$ cat src/rtl/control_unit.sv
// Multicycle MIPS-subset controller: two-process FSM driving datapath selects,
// register loads and the memory write strobe from opCode/funct/eqf/ov.
module control_unit #(
   parameter int unsigned MEM_WAIT = 1
) (
   input  logic       clk,
   input  logic       reset,
   input  logic [5:0] opCode,
   input  logic [5:0] funct,
   input  logic       eqf,
   input  logic       ov,
   output logic       MemCtrl,
   output logic       PCCtrl,
   output logic       IRWrite,
   output logic       RegWrite,
   output logic       ALUOutCtrl,
   output logic       EPCCtrl,
   output logic [1:0] IorD,
   output logic [1:0] ALUSrcA,
   output logic [1:0] ALUSrcB,
   output logic [1:0] RegDst,
   output logic [1:0] LSCtrl,
   output logic [1:0] SSCtrl,
   output logic [1:0] ExcptCtrl,
   output logic [2:0] PCSrc,
   output logic [2:0] ALUCtrl,
   output logic [3:0] DataSrc,
   output logic [4:0] state
);

   typedef enum logic [4:0] {
      st_rst    = 5'd0,  st_fetch = 5'd1,  st_fwait = 5'd2,  st_irld  = 5'd3,
      st_decode = 5'd4,  st_rdec  = 5'd5,  st_alur  = 5'd6,  st_wbr   = 5'd7,
      st_jr     = 5'd8,  st_addi  = 5'd9,  st_wbi   = 5'd10, st_br    = 5'd11,
      st_addr   = 5'd12, st_lrd   = 5'd13, st_lwait = 5'd14, st_lwb   = 5'd15,
      st_stwr   = 5'd16, st_lui   = 5'd17, st_j     = 5'd18, st_jal0  = 5'd19,
      st_jal1   = 5'd20, st_exc   = 5'd21, st_ewait = 5'd22, st_ejmp  = 5'd23
   } state_t;

   localparam logic [2:0] last = 3'(MEM_WAIT - 1);

   state_t     cur, nxt;
   logic [2:0] cnt, cnt_nxt;
   logic [1:0] excode, exc_nxt;

   always_ff @(posedge clk) begin
      if (!reset) begin
         cur    <= st_rst;
         cnt    <= '0;
         excode <= '0;
      end else begin
         cur <= nxt;
         cnt <= cnt_nxt;
         if (nxt == st_exc)
            excode <= exc_nxt;
      end
   end

   assign state = cur;

   always_comb begin
      MemCtrl    = 1'b0;
      PCCtrl     = 1'b0;
      IRWrite    = 1'b0;
      RegWrite   = 1'b0;
      ALUOutCtrl = 1'b0;
      EPCCtrl    = 1'b0;
      IorD       = '0;
      ALUSrcA    = '0;
      ALUSrcB    = '0;
      RegDst     = '0;
      LSCtrl     = '0;
      SSCtrl     = '0;
      ExcptCtrl  = '0;
      PCSrc      = '0;
      ALUCtrl    = '0;
      DataSrc    = '0;
      nxt        = cur;
      cnt_nxt    = '0;
      exc_nxt    = '0;
      case (cur)
         st_rst: nxt = st_fetch;
         st_fetch: begin
            ALUSrcB = 2'd1;
            ALUCtrl = 3'b001;
            PCCtrl  = 1'b1;
            nxt     = st_fwait;
         end
         st_fwait: begin
            if (cnt == last) nxt = st_irld;
            else             cnt_nxt = cnt + 3'd1;
         end
         st_irld: begin
            IRWrite = 1'b1;
            nxt     = st_decode;
         end
         st_decode: begin
            ALUSrcB    = 2'd3;
            ALUCtrl    = 3'b001;
            ALUOutCtrl = 1'b1;
            case (opCode)
               6'h00:        nxt = st_rdec;
               6'h08:        nxt = st_addi;
               6'h04, 6'h05: nxt = st_br;
               6'h23, 6'h2B: nxt = st_addr;
               6'h0F:        nxt = st_lui;
               6'h02:        nxt = st_j;
               6'h03:        nxt = st_jal0;
               default:      nxt = st_exc;
            endcase
         end
         st_rdec: begin
            case (funct)
               6'h20, 6'h22, 6'h24: nxt = st_alur;
               6'h08:               nxt = st_jr;
               default:             nxt = st_exc;
            endcase
         end
         st_alur: begin
            ALUSrcA    = 2'd1;
            ALUOutCtrl = 1'b1;
            case (funct)
               6'h22:   ALUCtrl = 3'b010;
               6'h24:   ALUCtrl = 3'b011;
               default: ALUCtrl = 3'b001;
            endcase
            // and cannot overflow; ov only diverts add/sub
            if (ov && funct != 6'h24) begin
               nxt     = st_exc;
               exc_nxt = 2'd1;
            end else begin
               nxt = st_wbr;
            end
         end
         st_wbr: begin
            RegDst   = 2'd1;
            RegWrite = 1'b1;
            nxt      = st_fetch;
         end
         st_jr: begin
            ALUSrcA = 2'd1;
            PCCtrl  = 1'b1;
            nxt     = st_fetch;
         end
         st_addi: begin
            ALUSrcA    = 2'd1;
            ALUSrcB    = 2'd2;
            ALUCtrl    = 3'b001;
            ALUOutCtrl = 1'b1;
            if (ov) begin
               nxt     = st_exc;
               exc_nxt = 2'd1;
            end else begin
               nxt = st_wbi;
            end
         end
         st_wbi: begin
            RegWrite = 1'b1;
            nxt      = st_fetch;
         end
         st_br: begin
            ALUSrcA = 2'd1;
            ALUCtrl = 3'b111;
            PCSrc   = 3'd1;
            PCCtrl  = eqf ^ (opCode == 6'h05);
            nxt     = st_fetch;
         end
         st_addr: begin
            ALUSrcA    = 2'd1;
            ALUSrcB    = 2'd2;
            ALUCtrl    = 3'b001;
            ALUOutCtrl = 1'b1;
            nxt        = (opCode == 6'h2B) ? st_stwr : st_lrd;
         end
         st_lrd: begin
            IorD = 2'd2;
            nxt  = st_lwait;
         end
         st_lwait: begin
            IorD = 2'd2;
            if (cnt == last) nxt = st_lwb;
            else             cnt_nxt = cnt + 3'd1;
         end
         st_lwb: begin
            DataSrc  = 4'd1;
            RegWrite = 1'b1;
            nxt      = st_fetch;
         end
         st_stwr: begin
            IorD    = 2'd2;
            MemCtrl = 1'b1;
            nxt     = st_fetch;
         end
         st_lui: begin
            DataSrc  = 4'd6;
            RegWrite = 1'b1;
            nxt      = st_fetch;
         end
         st_j: begin
            PCSrc  = 3'd2;
            PCCtrl = 1'b1;
            nxt    = st_fetch;
         end
         st_jal0: begin
            ALUOutCtrl = 1'b1;
            nxt        = st_jal1;
         end
         st_jal1: begin
            RegDst   = 2'd3;
            RegWrite = 1'b1;
            PCSrc    = 3'd2;
            PCCtrl   = 1'b1;
            nxt      = st_fetch;
         end
         st_exc: begin
            ALUSrcB   = 2'd1;
            ALUCtrl   = 3'b010;
            EPCCtrl   = 1'b1;
            IorD      = 2'd3;
            ExcptCtrl = excode;
            nxt       = st_ewait;
         end
         st_ewait: begin
            IorD      = 2'd3;
            ExcptCtrl = excode;
            if (cnt == last) nxt = st_ejmp;
            else             cnt_nxt = cnt + 3'd1;
         end
         st_ejmp: begin
            LSCtrl    = 2'd2;
            PCSrc     = 3'd3;
            PCCtrl    = 1'b1;
            ExcptCtrl = excode;
            nxt       = st_fetch;
         end
         default: nxt = st_rst;
      endcase
   end

endmodule

$ cat config.mk
export PLATFORM = sky130hd
export DESIGN_NAME = control_unit
export DESIGN_NICKNAME = d
export VERILOG_FILES = /design/src/rtl/control_unit.sv
export SDC_FILE = /design/constraint.sdc
export NUM_CORES = 1
export LEC_CHECK = 0
export CAP_MARGIN = 25
export CORE_UTILIZATION = 45
export DETAILED_ROUTE_END_ITERATION = 10
export GPL_ROUTABILITY_DRIVEN = 0
export PLACE_DENSITY = 0.81
export SLEW_MARGIN = 25
export SYNTH_ARGS = -nofsm -noshare
export SYNTH_HDL_FRONTEND = slang
export SYNTH_SLANG_ARGS = --single-unit
$ cat constraint.sdc
create_clock -name clk -period 2.05 [get_ports clk]
set_input_delay 0.205 -clock clk [delete_from_list [all_inputs] [get_ports clk]]
set_output_delay 0.205 -clock clk [all_outputs]
set_load 0.05 [all_outputs]
Word level (Yosys, flattened, before mapping). Cells that the tools add are included. W data, S select, Z words.

Register bits: 10. Input port bits: 16. Output and inout bits: 35. Logic and storage cells: 93.

Add/subtract/negate cells: 1. Eq/ne operators: 37. Multiplexer cells: 28. Bitwise logic cells: 3. Reductions and logical operators: 21.

Operator list (count): $pmux W5 S14 (1); $eq A5 B5 Y1 const B (9); $eq A5 B4 Y1 const B (8); $pmux W5 S7 (1); $eq A6 B6 Y1 const B (5); $mux W5 (6); $eq A5 B3 Y1 const B (4); $reduce_or A5 Y1 (4); $eq A6 B4 Y1 const B (3); $reduce_or A3 Y1 (5); $eq A6 B2 Y1 const B (2); $eq A6 B3 Y1 const B (2); $pmux W2 S2 (3); $pmux W2 S3 (2); $pmux W3 S4 (1); $reduce_or A2 Y1 (6); $reduce_or A11 Y1 (1); $eq A5 B2 Y1 const B (2); $pmux W5 S2 (1); $mux W1 (8); $logic_not A6 Y1 (1); $ne A6 B6 Y1 const B (1); $pmux W3 S2 (1); $eq A5 B1 Y1 const B (1); 9 further kinds (12).

Longest topological paths before layout. Gate-level depths: netlist of run 1.

Depth in word-level cells: 5. Mapped depth: 8. Mapped depth without buffers: 8.

Worst setup path before layout of run 1. Ideal clock, no wire load.

Path type: reg-to-output. Start point: register cur[4] (netlist: state[4]). End point: output IorD[1]. Arrival time: 2.964 ns. Data required time: 1.845 ns. Slack: -1.119 ns. Stages on the path, launching flop included: 5. Path buffers: 1. Cell sequence: dfxtp_1 > clkbuf_1 > nand2_1 > nor3_1 > o21bai_1.

Cells in the longest elaborated chain, start to end: 3. Elaborated cells on any way between the ends: 8. Those cells by class: eq/ne: 5; mux: 1; reduce/logical: 2.

RTL lines: from (decl) (line 42) `state_t cur, nxt;`; from (signal assigned) (line 48) `cur <= st_rst;`; from (signal assigned) (line 52) `cur <= nxt;`; $eq A5 B4 Y1 / $eq A5 B5 Y1 (equally long branches) (line 81) `case (cur)`; $reduce_or A3 Y1 (no line) / $reduce_or A2 Y1 (equally long branches); $pmux W2 S2 * (line 81); to (decl) (line 18) `output logic [1:0] IorD,`.

Mark *: on every way between the ends. The rest lies on a longest branch, timed or not.

Final worst setup path of run 1.
Start point: register cur[1] (netlist: state[1]). End point: output ALUCtrl[2].

Cells in the longest elaborated chain, start to end: 3. Elaborated cells on any way between the ends: 9. Those cells by class: eq/ne: 7; mux: 1; reduce/logical: 1.

RTL lines: $eq A5 B4 Y1 (tied with other cells) (line 81); $reduce_or A4 Y1 (no line); $pmux W3 S4 * (line 81); to (decl) (line 26) `output logic [2:0] ALUCtrl,`.

Marks and branches as above.

==> results of run 1 <==
what timing repair did:
action	4_1_cts	5_1_grt
gates resized for setup	2	15
pin swaps	0	3
setup endpoints to repair	5	10
setup buffers	0	1
logic make-up after synthesis:
family                   synth area share [%]
AO/OA/AOI/OAI                           24.82
XOR/XNOR                                4.537
adder cells (fa/ha/maj)                 2.592
buffers and inverters                   12.78
flip-flops                              13.33
multiplexers                            2.315
other                                  0.2775
AND/OR/NAND/NOR                         39.35
per-stage QoR:
step	instance area, sq um	setup WS [ns]
4_1_cts	2160	0.01173
6_report	2212	0.09583
3_5_place_dp	2130	-0.06478
2_1_floorplan	1521	-0.4091
5_1_grt	2212	0.005724
3_3_place_gp	2130	0.007347
routing by layer:
metal  part of all wire (%)  routed length (microns)
met2                     52                     2163
met3                    3.9                      165
met5                      0                        0
met1                     42                     1765
met4                    2.3                       98
sequential cells by signal, indices dropped and copies added, names as in the netlist:
signal	cells
cnt	3
excode	1
state	5
cells in the mapped netlist, types with 3 or more instances:
cell type	number
a21oi_1	10
a31oi_1	5
buf_2	6
buf_4	9
clkbuf_1	3
dfxtp_1	9
inv_1	7
nand2_1	23
nand2b_1	4
nand3b_1	4
nor2_1	27
nor2b_1	10
nor3_1	11
nor4_1	4
o211ai_1	3
o21ai_0	10
o221ai_1	3
o22ai_1	4
xnor2_1	4
xor2_1	3
path summary, 6_finish.rpt:
check                    end
setup / recovery  ALUCtrl[2]
hold reg to reg       cnt[0]
hold / removal        cnt[0]
setup reg to reg   excode[0]
cell usage in the layout, fill, tap and decap left out, types with 7 or more instances in the layout:
master,instances
nor2b_1,8
a21oi_1,10
buf_12,17
nand2_1,21
o21ai_0,9
nor2_1,17
buf_4,25
clkdlybuf4s50_1,13
conb_1,7
area by class of cell:
type                            instances  area [sq um]  share of cell area, %
Clock buffer                            3         22.52                  1.018
Clock inverter                          1         5.005                 0.2262
Sequential cell                         9         193.9                  8.767
Tap cell                               31         38.79                  1.753
Inverter                               10         42.54                  1.923
Multi-Input combinational cell        171          1177                  53.22
Timing Repair Buffer                   61         732.0                  33.09
power breakdown:
group | internal, mW | switching, mW | total, mW | leakage, nW
combinational | 0.631 | 0.974 | 1.61 | 0.773
sequential | 0.210 | 0.0994 | 0.309 | 0.0760
clock | 0.0724 | 0.0758 | 0.148 | 0.0177
critical path: stages, from the launching register on:
cell      delay, ns
dfxtp_2        0.46
nand3b_1       0.26
or3_1          0.47
inv_1          0.14
buf_12         0.14
==> results.py, run 1 <==
metrics = {
    "outcome": {
        "status": "finished, violations left",
        "violations": "design-rule violations",
    },
    "hold_path": {
        "min_from": "cnt[0]",
        "min_path_type": "reg -> reg",
        "whs_path_depth": 1,
    },
    "global_routing": {
        "grtUsageTotal_pct": 27.16,
        "antenna_found_initial": 0,
        "grt_pass1_vias": 1540,
        "grt_use_met1_pct": 33.10,
        "grt_pass1_wl_microns": 6941,
        "top_usage_layer": "met2",
        "grt-ovfl-total": 0,
        "use_met3_pct": 2.535,
        "grtUsageMet2_pct": 50.00,
        "grt_max_degree": 18,
    },
    "power_and_ir_drop": {
        "peakVddDrop_mv": 0.7870,
        "power_density_nw_per_um2": 932.6,
        "finalPower_mw": 2.063,
        "p_leak_nw": 0.8671,
    },
    "logic_synthesis": {
        "netlist-cell-type-count": 56,
        "ys.flop_type": "dfxtp_1",
        "synth_top_area_cell": "dfxtp_1",
        "yosysSeqAreaShare_pct": 13.33,
        "avgSynthCellArea_sq_um": 6.592,
        "synth-edff-count": 0,
        "syn_area_sq_um": 1351,
        "syn_inst": 205,
        "ys_seq_elements": 9,
        "async_flop_share_pct": 0,
        "synth_area_leaders": "dfxtp_1 13%, nor2_1 7.5%, nand2_1 6.4%",
        "synth.top_cell.area_share_pct": 13.33,
        "synth_warnings": 0,
    },
    "cts": {
        "clock_sinks": 9,
        "root_buffer": "clkbuf_4",
        "ctsHoldBuffers": 0,
        "cts_max_level": 1,
        "cts_tree": "yes",
        "clk_pin_slew_ns": 0.07,
        "clock_latency_ns": 0.28,
        "clockBufferDepth": 2,
        "numCtsBuffers": 3,
    },
    "critical_path": {
        "crit_fanout": 12,
        "worstRegToRegCells": 5,
        "crit_start": "state[1]",
        "crit_required_ns": 1.85,
        "rrSetupSlack_ns": 0.19,
        "worstPathArrival_ns": 1.75,
        "regToRegStartpoint": "state[2]",
        "startpoint_type": "flop",
        "worstSetupEndpointType": "output port",
        "timing_worst_setup_path_type": "reg -> out",
    },
    "route": {
        "drtAntennaViolNets": 0,
        "wl_per_cell_microns": 14.66,
        "drc": 6,
        "finalWirelength_microns": 4193,
        "firstDrtPassIters": 7,
        "vias": 1687,
        "drtIter0Drc": 86,
        "via_per_inst": 5.899,
    },
    "cells_and_area": {
        "filler_cell_count": 205,
        "fin_cells": 286,
        "area_growth_pct": 63.70,
        "n_antenna_cell": 0,
        "post-route-util_pct": 78.86,
        "drive_gt1_share_pct": 34.51,
        "nets": 274,
    },
    "timing": {
        "worst-slew-pin-transition_ns": 0.4916,
        "finalSetupViolCount": 0,
        "fmax_mhz": 511.7,
        "fin_skew_ns": 0.009335,
        "setup_tns_ns": 0,
        "min_period_ns": 1.954,
        "slew_headroom_pct": 66.38,
        "period_share_pct": 95.33,
        "holdWs_ns": 0.4511,
        "slew_violations": 0,
        "grt_setup_unrepaired": "no",
        "report.final.hold_viol_count": 0,
    },
    "floorplan": {
        "die_area_sq_um": 3226,
        "die_w_microns": 56.80,
        "rows": 19,
        "core_region_area_sq_um": 2805,
        "die_y_microns": 56.80,
        "io_pins": 51,
        "start_util_pct": 48.17,
    },
    "job": {
        "maxCapViolations": 0,
    },
    "place": {
        "io_buffers": 43,
        "hpwlAfterDp_microns": 3431,
        "post-place-cells": 281,
    },
}
Note: power is estimated with default switching activity, not from simulation.
==> inputs of run 2 (changes only) <==
--- a/config.mk
+++ b/config.mk
@@ -6,10 +6,11 @@
 export NUM_CORES = 1
 export LEC_CHECK = 0
 export CAP_MARGIN = 25
-export CORE_UTILIZATION = 45
+export CORE_UTILIZATION = 50
 export DETAILED_ROUTE_END_ITERATION = 10
+export DONT_BUFFER_PORTS = 1
 export GPL_ROUTABILITY_DRIVEN = 0
-export PLACE_DENSITY = 0.81
+export PLACE_DENSITY = 0.63
 export SLEW_MARGIN = 25
 export SYNTH_ARGS = -nofsm -noshare
 export SYNTH_HDL_FRONTEND = slang
==> run 2 against run 1 <==
  * The flow now finishes without violations
  * Count of clock-buffer cells in the layout up 1
  * Via count fell by 4.7%
  * Final area shrank 16%
  * Cell count fell by 11%
  * Clock power is 9% lower
  * Critical path depth grew 3
  * Die area shrank 9.7%
  * Non-clock buffer count shrank 30
  * Sequential cell count stayed put
  * Highest routed layer unchanged
==> results.py, run 2 (synthesis results as in run 1) <==
metrics = {
    "global_routing": {
        "grt_max_degree": 20,
        "grt_pass1_vias": 1469,
        "antenna_found_initial": 0,
        "grt_pass1_wl_microns": 6555,
        "grtUsageTotal_pct": 30.84,
        "grt-ovfl-total": 0,
    },
    "critical_path": {
        "crit_required_ns": 1.85,
        "path_cells": "inv_2 -> nor2_1 -> nand2_1 -> o22ai_1 -> a21oi_1 -> o22ai_2 -> buf_12",
        "worstPathArrival_ns": 1.78,
        "cp_num_buf_inv": 2,
        "rrSetupSlack_ns": 0.08,
        "worstRegToRegCells": 6,
        "startpoint_type": "flop",
        "regToRegStartpoint": "state[2]",
        "crit-reg2reg-capture": "excode[0]",
        "cp.depth": 7,
        "crit_family": "compound AO/OA/AOI/OAI gates",
        "worstSetupEndpointType": "output port",
        "timing_worst_setup_path_type": "reg -> out",
        "crit_fanout": 17,
        "max_stage_delay_ns": 0.44,
        "slowest_stage": "dfxtp_4",
    },
    "power_and_ir_drop": {
        "p_leak_nw": 0.6711,
        "power_density_nw_per_um2": 1064,
        "peakVddDrop_mv": 1.070,
        "finalPower_mw": 1.969,
    },
    "floorplan": {
        "rows": 18,
        "die_y_microns": 53.99,
        "die_area_sq_um": 2914,
        "core_region_area_sq_um": 2522,
        "die_w_microns": 53.99,
        "start_util_pct": 53.57,
        "io_pins": 51,
    },
    "timing": {
        "slew_headroom_pct": 66.23,
        "report.final.hold_viol_count": 0,
        "period_share_pct": 97.03,
        "slew_violations": 0,
        "fmax_mhz": 502.8,
        "fin_skew_ns": 0.002181,
        "worst-slew-pin-transition_ns": 0.4938,
        "finalWorstSetupSlack_ns": 0.06096,
        "finalSetupViolCount": 0,
        "min_period_ns": 1.989,
    },
    "route": {
        "firstDrtPassIters": 4,
        "finalWirelength_microns": 4160,
        "vias": 1607,
        "drc": 0,
        "via_per_inst": 6.302,
        "drtIter0Drc": 68,
        "drtAntennaViolNets": 0,
        "wl_per_cell_microns": 16.31,
    },
    "cts": {
        "ctsHoldBuffers": 0,
        "clk_pin_slew_ns": 0.06,
        "numCtsBuffers": 3,
        "clock_latency_ns": 0.26,
        "cts_max_level": 1,
        "clock_sinks": 9,
        "clockBufferDepth": 2,
        "root_buffer": "clkbuf_4",
        "cts_tree": "yes",
    },
    "place": {
        "placed_cell_area_sq_um": 1760,
        "io_buffers": 0,
        "hpwlAfterDp_microns": 3326,
        "pre_cts_ws_ns": 0.1126,
        "post-place-cells": 247,
    },
    "hold_path": {
        "worst_hold_path.endpoint": "state[1]",
        "min_from": "reset",
        "min_path_type": "in -> reg",
        "whs_path_depth": 1,
    },
    "cells_and_area": {
        "final_cell_mix": "21 x nand2_1, 20 x buf_4, 17 x nor2_1",
        "drive_gt1_share_pct": 32.89,
        "nets": 244,
        "area_growth_pct": 36.94,
        "n_antenna_cell": 0,
        "fin_cells": 255,
        "largest_register_ffs": 5,
        "fin_area_sq_um": 1851,
        "final_common_cell": "nand2_1",
    },
    "outcome": {
        "status": "completed",
    },
    "job": {
        "maxCapViolations": 0,
    },
}
-- run 2: cell count changes in the layout (fill, tap and decap cells not counted), sizes merged --
| cell | previous run | this run |
|---|---|---|
| clkdlybuf4s50 | 13 | 0 |
| dlymetal6s2s | 5 | 0 |
| clkinv | 2 | 0 |
| buf | 43 | 31 |
| clkinvlp | 1 | 2 |
| clkbuf | 3 | 4 |
-- run 2: layer usage --
layer / GRT usage [%] / vias up / wire length, microns
met5: 0 / - / 0
met2: 51.85 / 99 / 2014
li1: - / 758 / -
met1: 37.65 / 736 / 1720
met4: 15.81 / 0 / 103
met3: 4.520 / 14 / 321
-- run 2: worst max-delay path by stage --
stage / from / slack [ns] / to
3_5_place_dp: state[4] / 0.11 / excode[0]
4_1_cts: state[3] / 0.006 / PCCtrl
3_3_place_gp: state[3] / 0.14 / excode[0]
6_report: state[0] / 0.06 / PCCtrl
5_1_grt: state[0] / -0.03 / PCCtrl
2_1_floorplan: state[1] / -0.41 / DataSrc[0]
-- run 2: final cells by class --
type / count / area, sq um
multi-input cells: 171 / 1177
fillers: 208 / 671.9
inverters: 10 / 45.04
flip-flops and latches: 9 / 193.9
repair buffers: 31 / 370.4
well taps: 30 / 37.54
clock buffers: 4 / 26.28
-- run 2: stage by stage --
step | utilization [%] | hold WS [ns] | TNS [ns]
2_1_floorplan | - | 0.3225 | -1.207
3_3_place_gp | 69.79 | 0.3277 | 0
3_5_place_dp | 69.79 | 0.3336 | 0
4_1_cts | 71.38 | 0.06196 | 0
5_1_grt | 73.36 | 0.05298 | -0.03536
6_report | 73.36 | 0.06659 | 0
-- run 2: timing repair --
item,in CTS,in global routing
gates resized for setup,4,6
pin swaps,0,1
setup endpoints to repair,6,6
setup buffers,0,4
gates cloned,0,0
-- run 2: power breakdown --
group	total, mW	switching [mW]	leakage, nW	internal (mW)
combinational	1.51	0.955	0.580	0.554
sequential	0.324	0.112	0.0760	0.213
clock	0.135	0.0601	0.0150	0.0749
